**src/rtl/counter_seq_pkg.sv**
```systemverilog
`timescale 1ns/1ps
`default_nettype none
// ============================================================================
//  Module      : counter_seq_pkg
//  Description : Shared types and constants for the counter sequencer /
//                arbiter block (counter_seq_arbiter) and its counter
//                datapath (updown_counter).
//                  - seq_state_t : sequencer FSM states
//                  - c_DEFAULT_WIDTH : default counter / job value width
//                  - job_t       : one counting job at the default width
//                  - job_steps() : number of counter steps a job needs
//  Revision    : 1.0 - initial release
// ============================================================================
package counter_seq_pkg;

    localparam int c_DEFAULT_WIDTH = 4;

    typedef enum logic [1:0] {
        IDLE = 2'd0,
        LOAD = 2'd1,
        RUN  = 2'd2,
        DONE = 2'd3
    } seq_state_t;

    // A counting job as presented by a requester. The field holding the
    // terminal value cannot be called "end" (reserved word), hence the
    // _val suffixes.
    typedef struct packed {
        logic [c_DEFAULT_WIDTH-1:0] start_val;
        logic [c_DEFAULT_WIDTH-1:0] end_val;
        logic                       up;
    } job_t;

    // Steps from start to end with modulo-2^WIDTH wrap, in the job's
    // direction. Zero when start equals end.
    function automatic logic [c_DEFAULT_WIDTH-1:0] job_steps(input job_t job);
        if (job.up) begin
            return job.end_val - job.start_val;
        end
        return job.start_val - job.end_val;
    endfunction

endpackage : counter_seq_pkg
`default_nettype wire

```
**src/rtl/updown_counter.sv**
```systemverilog
`timescale 1ns/1ps
`default_nettype none
// ============================================================================
//  Module      : updown_counter
//  Description : Loadable modulo-2^WIDTH up/down counter. Control priority
//                is load, then pause, then stepping in the direction given
//                by incr.
//  Ports       : clk    - clock, rising edge
//                reset  - synchronous active-high reset, clears count
//                data   - value loaded when load is high
//                load   - load data into the counter
//                incr   - step direction: 1 = +1, 0 = -1
//                pause  - hold the current value (ignored while load)
//                count  - current counter value
//  Revision    : 1.0 - initial release
// ============================================================================
module updown_counter
    import counter_seq_pkg::*;
#(
    parameter int WIDTH = c_DEFAULT_WIDTH
) (
    input  logic             clk,
    input  logic             reset,
    input  logic [WIDTH-1:0] data,
    input  logic             load,
    input  logic             incr,
    input  logic             pause,
    output logic [WIDTH-1:0] count
);

    localparam logic [WIDTH-1:0] c_ONE = WIDTH'(1);

    logic [WIDTH-1:0] r_count;

    // Wrap-around falls out of the natural WIDTH-bit arithmetic.
    always_ff @(posedge clk) begin
        if (reset) begin
            r_count <= '0;
        end else if (load) begin
            r_count <= data;
        end else if (!pause) begin
            if (incr) begin
                r_count <= r_count + c_ONE;
            end else begin
                r_count <= r_count - c_ONE;
            end
        end
    end

    assign count = r_count;

endmodule : updown_counter
`default_nettype wire

```
**src/rtl/counter_seq_arbiter.sv**
```systemverilog
`timescale 1ns/1ps
`default_nettype none
// ============================================================================
//  Module      : counter_seq_arbiter
//  Description : Two-requester job sequencer for an internal up/down
//                counter. Grants one counting job at a time, loads the
//                counter with the job's start value, steps it towards the
//                end value and pulses done on completion.
//  Config      : SEQ_ROUND_ROBIN_EN - when defined, ties between the two
//                requesters are broken round-robin (the one not granted
//                last wins); when undefined, requester 0 always wins a tie.
//  Ports       : clk                  - clock, rising edge
//                reset                - synchronous active-high reset
//                req_valid[1:0]       - pending job per requester
//                req_ready[1:0]       - combinational grant (IDLE only)
//                reqN_start/end/up    - job fields of requester N
//                hold                 - pauses stepping in RUN
//                count                - current counter value
//                busy                 - job in progress (LOAD..DONE)
//                owner                - requester of active/last job
//                done, done_id        - completion pulse and its owner
//  Revision    : 1.0 - initial release
// ============================================================================
module counter_seq_arbiter
    import counter_seq_pkg::*;
#(
    parameter int WIDTH = c_DEFAULT_WIDTH
) (
    input  logic             clk,
    input  logic             reset,
    input  logic [1:0]       req_valid,
    output logic [1:0]       req_ready,
    input  logic [WIDTH-1:0] req0_start,
    input  logic [WIDTH-1:0] req1_start,
    input  logic [WIDTH-1:0] req0_end,
    input  logic [WIDTH-1:0] req1_end,
    input  logic             req0_up,
    input  logic             req1_up,
    input  logic             hold,
    output logic [WIDTH-1:0] count,
    output logic             busy,
    output logic             owner,
    output logic             done,
    output logic             done_id
);

    // Job layout at the configured width (the package type is fixed at
    // the default width).
    typedef struct packed {
        logic [WIDTH-1:0] start_val;
        logic [WIDTH-1:0] end_val;
        logic             up;
    } job_w_t;

    seq_state_t       r_state;
    job_w_t           r_job;
    logic             r_owner;
    logic             r_busy;
    logic             r_done;
    logic             r_done_id;

    logic             w_handshake;
    logic             w_grant_idx;
    job_w_t           w_sel_job;
    logic [WIDTH-1:0] w_count;
    logic             w_load;
    logic             w_at_end;
    logic             w_pause;

`ifdef SEQ_ROUND_ROBIN_EN
    // Index of the requester granted most recently. Reset to 1 so that
    // requester 0 wins the first tie.
    logic             r_last_grant;
`endif

    // ------------------------------------------------------------------
    // Arbitration: only meaningful in IDLE, where req_ready is the
    // handshake itself.
    // ------------------------------------------------------------------
    always_comb begin
`ifdef SEQ_ROUND_ROBIN_EN
        if (req_valid == 2'b11) begin
            w_grant_idx = ~r_last_grant;
        end else begin
            w_grant_idx = req_valid[1];
        end
`else
        w_grant_idx = req_valid[1] & ~req_valid[0];
`endif
        w_handshake = (r_state == IDLE) && (req_valid != 2'b00);

        req_ready = 2'b00;
        if (w_handshake) begin
            req_ready[w_grant_idx] = 1'b1;
        end
    end

    always_comb begin
        if (w_grant_idx) begin
            w_sel_job.start_val = req1_start;
            w_sel_job.end_val   = req1_end;
            w_sel_job.up        = req1_up;
        end else begin
            w_sel_job.start_val = req0_start;
            w_sel_job.end_val   = req0_end;
            w_sel_job.up        = req0_up;
        end
    end

    // ------------------------------------------------------------------
    // Counter control. The counter resolves load over pause, so hold has
    // no effect in LOAD. Outside RUN (and at the end value) the counter
    // is paused so count holds its value until the next LOAD.
    // ------------------------------------------------------------------
    assign w_load   = (r_state == LOAD);
    assign w_at_end = (w_count == r_job.end_val);
    assign w_pause  = !((r_state == RUN) && !w_at_end && !hold);

    updown_counter #(
        .WIDTH (WIDTH)
    ) u_counter (
        .clk   (clk),
        .reset (reset),
        .data  (r_job.start_val),
        .load  (w_load),
        .incr  (r_job.up),
        .pause (w_pause),
        .count (w_count)
    );

    // ------------------------------------------------------------------
    // Sequencer FSM with registered status outputs.
    // ------------------------------------------------------------------
    always_ff @(posedge clk) begin
        if (reset) begin
            r_state   <= IDLE;
            r_job     <= '0;
            r_owner   <= 1'b0;
            r_busy    <= 1'b0;
            r_done    <= 1'b0;
            r_done_id <= 1'b0;
`ifdef SEQ_ROUND_ROBIN_EN
            r_last_grant <= 1'b1;
`endif
        end else begin
            r_done <= 1'b0;
            case (r_state)
                IDLE: begin
                    if (w_handshake) begin
                        r_job   <= w_sel_job;
                        r_owner <= w_grant_idx;
                        r_busy  <= 1'b1;
                        r_state <= LOAD;
`ifdef SEQ_ROUND_ROBIN_EN
                        r_last_grant <= w_grant_idx;
`endif
                    end
                end
                LOAD: begin
                    r_state <= RUN;
                end
                RUN: begin
                    // End check comes before hold: a job sitting on its
                    // end value completes even with hold asserted.
                    if (w_at_end) begin
                        r_done    <= 1'b1;
                        r_done_id <= r_owner;
                        r_state   <= DONE;
                    end
                end
                DONE: begin
                    r_busy  <= 1'b0;
                    r_state <= IDLE;
                end
                default: begin
                    r_state <= IDLE;
                end
            endcase
        end
    end

    assign count   = w_count;
    assign busy    = r_busy;
    assign owner   = r_owner;
    assign done    = r_done;
    assign done_id = r_done_id;

endmodule : counter_seq_arbiter
`default_nettype wire
```
**config.mk**
```make
export PLATFORM = sky130hd
export DESIGN_NAME = counter_seq_arbiter
export DESIGN_NICKNAME = d
export VERILOG_FILES = /design/src/rtl/counter_seq_pkg.sv /design/src/rtl/updown_counter.sv /design/src/rtl/counter_seq_arbiter.sv
export SDC_FILE = /design/constraint.sdc
export NUM_CORES = 1
export LEC_CHECK = 0
export ABC_AREA = 1
export ABC_CLOCK_PERIOD_IN_PS = 1500
export BUFFER_PORTS_ARGS = -buffer_cell sky130_fd_sc_hd__buf_2
export CAP_MARGIN = 20
export CORE_ASPECT_RATIO = 0.75
export CORE_MARGIN = 2
export CORE_UTILIZATION = 38
export DETAILED_ROUTE_END_ITERATION = 16
export SLEW_MARGIN = 5
export SYNTH_ARGS = -nofsm -noshare
export SYNTH_HDL_FRONTEND = slang
export SYNTH_SLANG_ARGS = --single-unit
export TNS_END_PERCENT = 20
```
**constraint.sdc**
```tcl
create_clock -name clk -period 1.5 [get_ports clk]
set_input_delay 0.3 -clock clk [delete_from_list [all_inputs] [get_ports clk]]
set_output_delay 0.3 -clock clk [all_outputs]
set_load 0.1 [all_outputs]
```
==> impl_metrics.csv, run 1 <==
group,metric,value,unit
route,drc_errors,0,
route,ant_nets,0,
finish,final_cell_mix,"65 x nand2_1, 30 x buf_2, 14 x inv_1",
global_route,use_met1,24.6,%
route,vias_per_cell,4.57,
timing,setup-violations-final,1,
worst_setup_path,critPathRequiredTime,1.20,ns
finish,nets,232,
worst_setup_path,end_kind,"primary output",
worst_setup_path,cp_max_fo,3,
worst_setup_path,critPathArrivalTime,1.21,ns
worst_setup_path,start_kind,"register",
route,drt_first_pass_iters,4,
timing,maxSlewHeadroom,68.0,%
cts,cts_tree,"done",
logic_synthesis,synth_area_leaders,"dfxtp_1 35%, nand2_1 23%, ha_1 8.1%",
global_route,gr-usage-met2,29.4,%
cts,clk_pin_slew,0.08,ns
route,wl_per_cell,10.9,um
worst_setup_path,worstSetupPathType,"register to primary output",
finish,fillCellCount,278,
global_route,grt_busiest_layer,"met2",
floorplanning,initial_utilization,40.7,%
finish,syn_to_final_growth,36.3,%
global_route,grt_max_degree,16,
power,powerDensity,2190,nW/um^2
min_path,min_path_type,"primary input to register",
timing,grt_setup_unrepaired,"yes",
outcome,status,"finished with violations",
min_path,min_path_cells,3,
global_route,antenna_found_initial,0,
worst_setup_path,r2r_cells,9,
timing,layout_min_cycle_time,1.51,ns
floorplanning,dieArea,3270,sq um
timing,fmaxAchievable,664,MHz
power,p_int,0.00153,W
cts,clock_sinks,19,
finish,drive_gt1_share,33.0,%
cts,insertion_delay,0.26,ns
outcome,violations,"negative setup slack",
cts,cts_htree_levels,1,
route,num_vias,1079,
timing,finClkSkew,0.00221,ns
power,p_clk_share,11.5,%
timing,setup-tns-final,-0.00657,ns
cts,ctsRootBufferMaster,"clkbuf_8",
worst_setup_path,rr_startpoint,"r_job[0]",
global_route,grt_pass1_wl,4.65,mm
route,drt_iter0_markers,49,
floorplanning,io_pins,33,
placement,pre_cts_slack,-0.00346,ns
logic_synthesis,synth_top_area_cell,"dfxtp_1",
timing,drv_slew,0,
route,wl,2.57,mm
power,switching_share,52.5,%
timing,setup_slack,-0.00657,ns
global_route,track_usage,18.3,%
cts,clock_path_buffers,2,
timing,hold_viol,0,
global_route,grt_pass1_vias,1071,
logic_synthesis,syn_inst,160,
logic_synthesis,netlist_area,1070,sq um
power,switchingPower,0.00169,W
logic_synthesis,syn_nets,191,
global_route,gr-total-overflow,0,
timing,fin_crit_sh,100,%
min_path,holdPathEnd,"r_job[0]",
finish,antennaDiodeCount,0,
worst_setup_path,r2r_end,"u_counter.count[3]",
min_path,hold_start,"req0_up",
logic_synthesis,synth_seq_cells,19,
logic_synthesis,ys_seq_area_share,35.4,%
placement,gp_congestion,0.860,
logic_synthesis,avgSynthCellArea,6.72,sq um
floorplanning,core-area,2640,sq um
power,p_seq_share,25.7,%
floorplanning,die_w,65.4,um
flow_run,cap_violations,0,
logic_synthesis,synth_cell_types,23,
logic_synthesis,netlist.area_leader.share,35.4,%
finish,final_common_cell,"nand2_1",
placement,dp_hpwl,2.01,mm
placement,portBuffers,32,
floorplanning,die_y,50.1,um
cts,numCtsBuffers,3,
power,peakVddDrop,1.26,mV
worst_setup_path,r2r_setup_slack,0.09,ns
logic_synthesis,synth_warnings,0,
power,pwr-share-comb,62.8,%
timing,max_slew.worst_pin.slew,0.483,ns
power,p_leak,0.692,nW
floorplanning,rows,16,
global_route,met3_usage,5.02,%
how the worst max path moves through the flow:
stage / to / from
final: req_ready[0] / r_state[1]
after global routing: req_ready[0] / r_state[1]
after CTS: req_ready[1] / r_state[0]
after detailed placement: u_counter.count[3] / r_job[0]
after global placement: u_counter.count[3] / r_job[0]
after floorplan: u_counter.count[3] / u_counter.count[2]
flip-flops by register name (all words and copies together) (netlist names):
name	flops
busy	1
done	1
done_id	1
owner	1
r_job	9
r_state	2
u_counter.count	4
worst max-delay path: stages, from the launching register on:
cell     delay [ns]
dfxtp_2        0.33
inv_2          0.07
ha_4           0.16
o21ai_4        0.07
nor2_4         0.12
buf_12         0.18
layout make-up:
| class | count | area (sq um) | area share [%] |
|---|---|---|---|
| multi-input combinational | 119 | 662 | 45.2 |
| sequential | 19 | 397 | 27.1 |
| timing repair buffer | 38 | 235 | 16.1 |
| inverter | 20 | 80.1 | 5.47 |
| tap | 36 | 45.0 | 3.07 |
| clock buffer | 3 | 41.3 | 2.82 |
| clock inverter | 1 | 5.00 | 0.342 |
cell usage after synthesis:
library cell  instances
a21boi_0              1
a21oi_1               5
a221oi_1              1
a31oi_1               9
buf_2                 1
clkbuf_1              1
clkinv_1              1
dfxtp_1              19
fa_1                  1
ha_1                  7
inv_1                17
inv_2                 2
nand2_1              66
nand2_2               1
nand2_4               1
nand3_1               6
nand3_4               1
nor2_1               12
nor2_2                2
o21ai_0               3
o21ai_1               1
or2_2                 1
xnor2_1               1
timing repair:
item,CTS,global route
gates resized for setup,3,5
cloned,0,0
pin swaps,1,1
hold buffers,0,0
buffers inserted,3,0
endpoints found under the setup margin,3,3
kinds of logic (layout without fill, tap and decap cells):
family	Yosys count	in the layout	synth area share, %
flops	19	19	35.4
compound gates	20	20	10.9
buf+inv	22	62	7.80
fa+ha+maj	8	8	10.0
simple gates	90	90	35.0
xor+xnor	1	1	0.815
per-layer routing:
| metal | vias to the layer above | wire [um] |
|---|---|---|
| met1 | 460 | 1280 |
| li1 | 580 | - |
| met5 | - | 0 |
| met2 | 35 | 1120 |
| met4 | 0 | 23 |
| met3 | 4 | 154 |
power by group through the flow:
stage,clock network [W],logic [W],registers (W)
finish,0.000369,0.00202,0.000826
global route,0.000401,0.00222,0.000861
CTS,0.000372,0.00200,0.000827
detailed placement,0,0.00194,0.000839
global placement,0,0.00192,0.000829
floorplan,0,0.00109,0.00128
through the flow:
step | total power (W) | hold WS [ns] | instances | cell area, sq um | utilization, %
floorplan | 0.00237 | 0.369 | 160 | 1130 | -
global placement | 0.00275 | 0.432 | 229 | 1380 | 52.2
detailed placement | 0.00278 | 0.448 | 229 | 1380 | 52.2
CTS | 0.00320 | 0.294 | 236 | 1450 | 54.9
global route | 0.00348 | 0.293 | 236 | 1470 | 55.4
finish | 0.00321 | 0.289 | 236 | 1470 | 55.4
(Power assumes the default switching activity.)
==> inputs of run 2 (changes only) <==
BUFFER_PORTS_ARGS = -buffer_cell sky130_fd_sc_hd__buf_4   (was -buffer_cell sky130_fd_sc_hd__buf_2)
CELL_PAD_IN_SITES_DETAIL_PLACEMENT = 1   (was not set)
CELL_PAD_IN_SITES_GLOBAL_PLACEMENT = 2   (was not set)
CORE_UTILIZATION = 23   (was 38)
PLACE_DENSITY_LB_ADDON = 0.1   (was not set)
==> impl_metrics.csv, run 2 (synthesis gave the netlist of run 1 again) <==
group,metric,value,unit
global_route,track_usage,13.8,%
global_route,grt_pass1_vias,1221,
power,peakVddDrop,0.770,mV
min_path,hold_start,"req0_end[3]",
placement,portBuffers,32,
route,wl_per_cell,13.0,um
floorplanning,initial_utilization,24.1,%
floorplanning,dieArea,5240,sq um
power,powerDensity,2140,nW/um^2
worst_setup_path,slowest_delay,0.36,ns
worst_setup_path,r2r_end,"u_counter.count[3]",
timing,finClkSkew,0.00385,ns
worst_setup_path,r2r_setup_slack,0.12,ns
finish,ff_latch_area,398,sq um
outcome,violations,"negative setup slack",
power,power.total,0.00343,W
min_path,holdPathEnd,"r_job[4]",
cts,cts_hold_buffers,0,
finish,fillCellCount,579,
floorplanning,io_pins,33,
cts,cts_htree_levels,1,
global_route,antenna_found_initial,0,
finish,largest_reg_flops,9,
route,ant_nets,0,
route,drc_errors,0,
timing,fin_crit_sh,101,%
cts,cts_tree,"done",
timing,drv_slew,0,
finish,multi_input_area,664,sq um
finish,final_cells,262,
worst_setup_path,critPathRequiredTime,1.20,ns
finish,drive_gt1_share,34.6,%
outcome,status,"finished with violations",
timing,setup-tns-final,-0.0216,ns
floorplanning,die_y,63.2,um
timing,fmaxAchievable,660,MHz
finish,largest_register,"r_job",
worst_setup_path,rr_startpoint,"r_job[0]",
finish,antennaDiodeCount,0,
timing,hold_viol,0,
worst_setup_path,critPathArrivalTime,1.22,ns
timing,setup_slack,-0.0150,ns
timing,maxSlewHeadroom,81.6,%
cts,insertion_delay,0.26,ns
flow_run,cap_violations,0,
cts,clock_path_buffers,2,
worst_setup_path,r2r_cells,9,
placement,dp_hpwl,2.68,mm
finish,syn_to_final_growth,49.4,%
worst_setup_path,crit_chain,"inv_4 > ha_4 > o21ai_4 > nor2_4 > buf_12",
timing,setup-violations-final,2,
worst_setup_path,start_kind,"register",
min_path,min_path_cells,3,
timing,grt_setup_unrepaired,"yes",
floorplanning,core-area,4470,sq um
floorplanning,die_w,82.9,um
placement,dp.cells,253,
route,drt_first_pass_iters,4,
cts,clk_pin_slew,0.08,ns
power,p_leak,0.735,nW
finish,nets,237,
timing,layout_min_cycle_time,1.52,ns
timing,max_slew.worst_pin.slew,0.279,ns
finish,final_common_cell,"nand2_1",
worst_setup_path,cp_slowest_cell,"dfxtp_4",
global_route,grt_pass1_wl,5.85,mm
min_path,min_path_type,"primary input to register",
route,wl,3.40,mm
cts,clock_sinks,19,
floorplanning,rows,21,
global_route,gr-total-overflow,0,
placement,gp_congestion,0.741,
finish,fin_util,35.9,%
cts,numCtsBuffers,3,
global_route,grt_max_degree,16,
cts,ctsRootBufferMaster,"clkbuf_8",
worst_setup_path,worstSetupPathType,"register to primary output",
route,vias_per_cell,4.47,
worst_setup_path,end_kind,"primary output",
route,num_vias,1170,
route,drt_iter0_markers,29,
finish,final_cell_mix,"65 x nand2_1, 41 x buf_4, 14 x inv_1",
worst_setup_path,cp_max_fo,3,
-- run 2: worst max path at each step --
stage,from,end,slack [ns]
final,r_state[0],req_ready[0],-0.02
after CTS,r_state[0],req_ready[0],-0.03
after global routing,r_state[0],req_ready[0],-0.08
after global placement,r_job[0],u_counter.count[3],0.06
after detailed placement,r_job[0],u_counter.count[3],0.02
after floorplan,u_counter.count[2],u_counter.count[3],-0.02
-- run 2: routing by layer --
metal	global-route usage, %	vias to the layer above	part of all wire, %
met1	18.8	536	50
met4	3.07	0	0.79
met2	22.5	39	44
met3	3.15	2	5.0
li1	-	593	-
met5	0	-	0
-- run 2: power by group --
group / internal (W) / switching, W / leakage, nW
clock: 0.000189 / 0.000198 / 0.0260
sequential: 0.000680 / 0.000169 / 0.160
combinational: 0.000774 / 0.00142 / 0.549
-- run 2: layout make-up --
type / count / share of cell area, %
well taps: 57 / 4.44
flip-flops and latches: 19 / 24.8
repair buffers: 43 / 21.4
clock buffers: 3 / 2.57
inverters: 20 / 5.07
multi-input cells: 119 / 41.4
clock inverters: 1 / 0.390
-- run 2: worst max-delay path: cells and delay by family (launching register included) --
| family | cells | cell delay [ns] |
|---|---|---|
| simple gates | 1 | 0.13 |
| flops | 1 | 0.36 |
| buf+inv | 2 | 0.25 |
| compound gates | 1 | 0.07 |
| fa+ha+maj | 1 | 0.15 |
-- run 2: metrics by stage --
stage / setup WS, ns / cell area (sq um) / hold WS [ns]
final: -0.0150 / 1610 / 0.296
after global routing: -0.0794 / 1610 / 0.307
after CTS: -0.0270 / 1600 / 0.296
after detailed placement: 0.0170 / 1480 / 0.446
after global placement: 0.0624 / 1480 / 0.436
after floorplan: -0.0223 / 1130 / 0.369
-- run 2: repair_timing --
item,CTS,global route
setup buffers,5,0
endpoints found under the setup margin,3,6
resized for setup,10,5
pin swaps,2,3
==> inputs of run 3 (changes only) <==
PLACE_DENSITY_LB_ADDON = 0.12   (was 0.1)
==> impl_metrics.csv, run 3 (synthesis gave the netlist of run 1 again) <==
group,metric,value,unit
timing,whs,0.303,ns
route,ant_nets,0,
global_route,gr-total-overflow,0,
floorplanning,die_w,82.9,um
worst_setup_path,critPathArrivalTime,1.23,ns
cts,clk_pin_slew,0.08,ns
worst_setup_path,rr_startpoint,"r_job[0]",
timing,finClkSkew,0.00228,ns
cts,cts_hold_buffers,0,
worst_setup_path,end_kind,"primary output",
timing,layout_min_cycle_time,1.53,ns
timing,drv_slew,0,
timing,hold_viol,0,
timing,grt_setup_unrepaired,"yes",
power,p_clk_share,11.3,%
floorplanning,die_y,63.2,um
power,switchingPower,0.00175,W
finish,final_cell_mix,"66 x nand2_1, 40 x buf_4, 14 x inv_1",
floorplanning,core-area,4470,sq um
route,drc_errors,0,
outcome,status,"finished with violations",
finish,syn_to_final_growth,48.0,%
global_route,grt_pass1_vias,1136,
cts,insertion_delay,0.26,ns
power,p_leak,0.731,nW
global_route,track_usage,12.8,%
floorplanning,io_pins,33,
finish,nets,236,
finish,fillCellCount,565,
finish,final_common_cell,"nand2_1",
outcome,violations,"negative setup slack",
global_route,grt_max_degree,16,
placement,portBuffers,32,
route,drt_iter0_markers,17,
power,p_int,0.00162,W
cts,clock_sinks,19,
timing,setup_slack,-0.0313,ns
finish,final_cells,261,
placement,dp.cells,253,
floorplanning,initial_utilization,24.1,%
global_route,antenna_found_initial,0,
worst_setup_path,crit_path_start,"r_state[1]",
finish,largest_reg_flops,9,
worst_setup_path,start_kind,"register",
cts,clock_path_buffers,2,
flow_run,cap_violations,0,
power,powerDensity,2120,nW/um^2
placement,gp_congestion,0.797,
route,num_vias,1111,
power,switching_share,52.0,%
placement,dp_hpwl,2.62,mm
min_path,min_path_type,"primary input to register",
worst_setup_path,cp_max_fo,3,
floorplanning,rows,21,
min_path,hold_start,"req0_end[1]",
route,wl,3.20,mm
finish,drive_gt1_share,33.3,%
route,wl_per_cell,12.2,um
finish,antennaDiodeCount,0,
finish,largest_register,"r_job",
power,p_seq_share,24.8,%
route,vias_per_cell,4.26,
cts,cts_tree,"done",
route,drt_first_pass_iters,4,
timing,setup-tns-final,-0.0469,ns
global_route,grt_pass1_wl,5.42,mm
timing,setup-violations-final,2,
power,pwr-share-comb,63.9,%
cts,cts_htree_levels,1,
cts,numCtsBuffers,3,
cts,ctsRootBufferMaster,"clkbuf_8",
worst_setup_path,worstSetupPathType,"register to primary output",
worst_setup_path,critPathRequiredTime,1.20,ns
power,peakVddDrop,0.971,mV
floorplanning,dieArea,5240,sq um
timing,fin_crit_sh,102,%
timing,max_slew.worst_pin.slew,0.279,ns
timing,maxSlewHeadroom,81.5,%
timing,fmaxAchievable,653,MHz
[run 3: cell count changes in the layout (fill, tap and decap cells not counted), sizes merged]
| cell | change |
|---|---|
| buf | -1 |
[run 3: metrics by stage]
stage                     setup WS, ns  power [W]  instance area (sq um)  utilization [%]
final                          -0.0313    0.00337                   1590             35.6
after global routing           -0.0901    0.00364                   1590             35.6
after CTS                      -0.0248    0.00340                   1590             35.6
after detailed placement        0.0372    0.00288                   1480             33.1
after global placement          0.0711    0.00284                   1480             33.1
after floorplan                -0.0223    0.00237                   1130                -
[run 3: worst paths after layout]
path                             end  slack, ns  depth (start not counted)
setup / recovery        req_ready[0]      -0.03                          5
hold / removal              r_job[2]       0.30                          3
setup reg to reg  u_counter.count[3]       0.07                          9
hold reg to reg              done_id       0.45                          2
[run 3: cell type report]
| cell class | count | area (sq um) | area share, % |
|---|---|---|---|
| multi-input combinational | 119 | 659 | 41.5 |
| sequential | 19 | 395 | 24.9 |
| timing repair buffer | 42 | 340 | 21.4 |
| inverter | 20 | 76.3 | 4.80 |
| tap | 57 | 71.3 | 4.48 |
| clock buffer | 3 | 41.3 | 2.60 |
| clock inverter | 1 | 6.26 | 0.393 |
[run 3: power by group through the flow]
stage	logic, W	registers [W]	clock network, W
after floorplan	0.00109	0.00128	0
after global placement	0.00200	0.000837	0
after detailed placement	0.00203	0.000847	0
after CTS	0.00217	0.000834	0.000397
after global routing	0.00237	0.000860	0.000413
final	0.00215	0.000836	0.000380
[run 3: metal layers]
layer  wire length, um  vias to the layer above  part of all wire (%)  track usage, %
met5                 0                        -                     0               0
met4                27                        0                  0.84            2.46
met3               137                        2                   4.3            3.54
met2              1320                       28                    41            20.2
met1              1710                      488                    53            17.6
li1                  -                      593                     -               -
[run 3: what timing repair did]
item / CTS / global route
setup endpoints to repair: 2 / 4
gates resized for setup: 9 / 2
pin swaps: 2 / 0
setup buffers: 4 / 0
[run 3: critical path, cell delays in order (launching register included)]
cell and delay (ns):
dfxtp_2 0.34, inv_2 0.08, ha_4 0.16, o21ai_4 0.07
nor2_4 0.13, buf_12 0.19
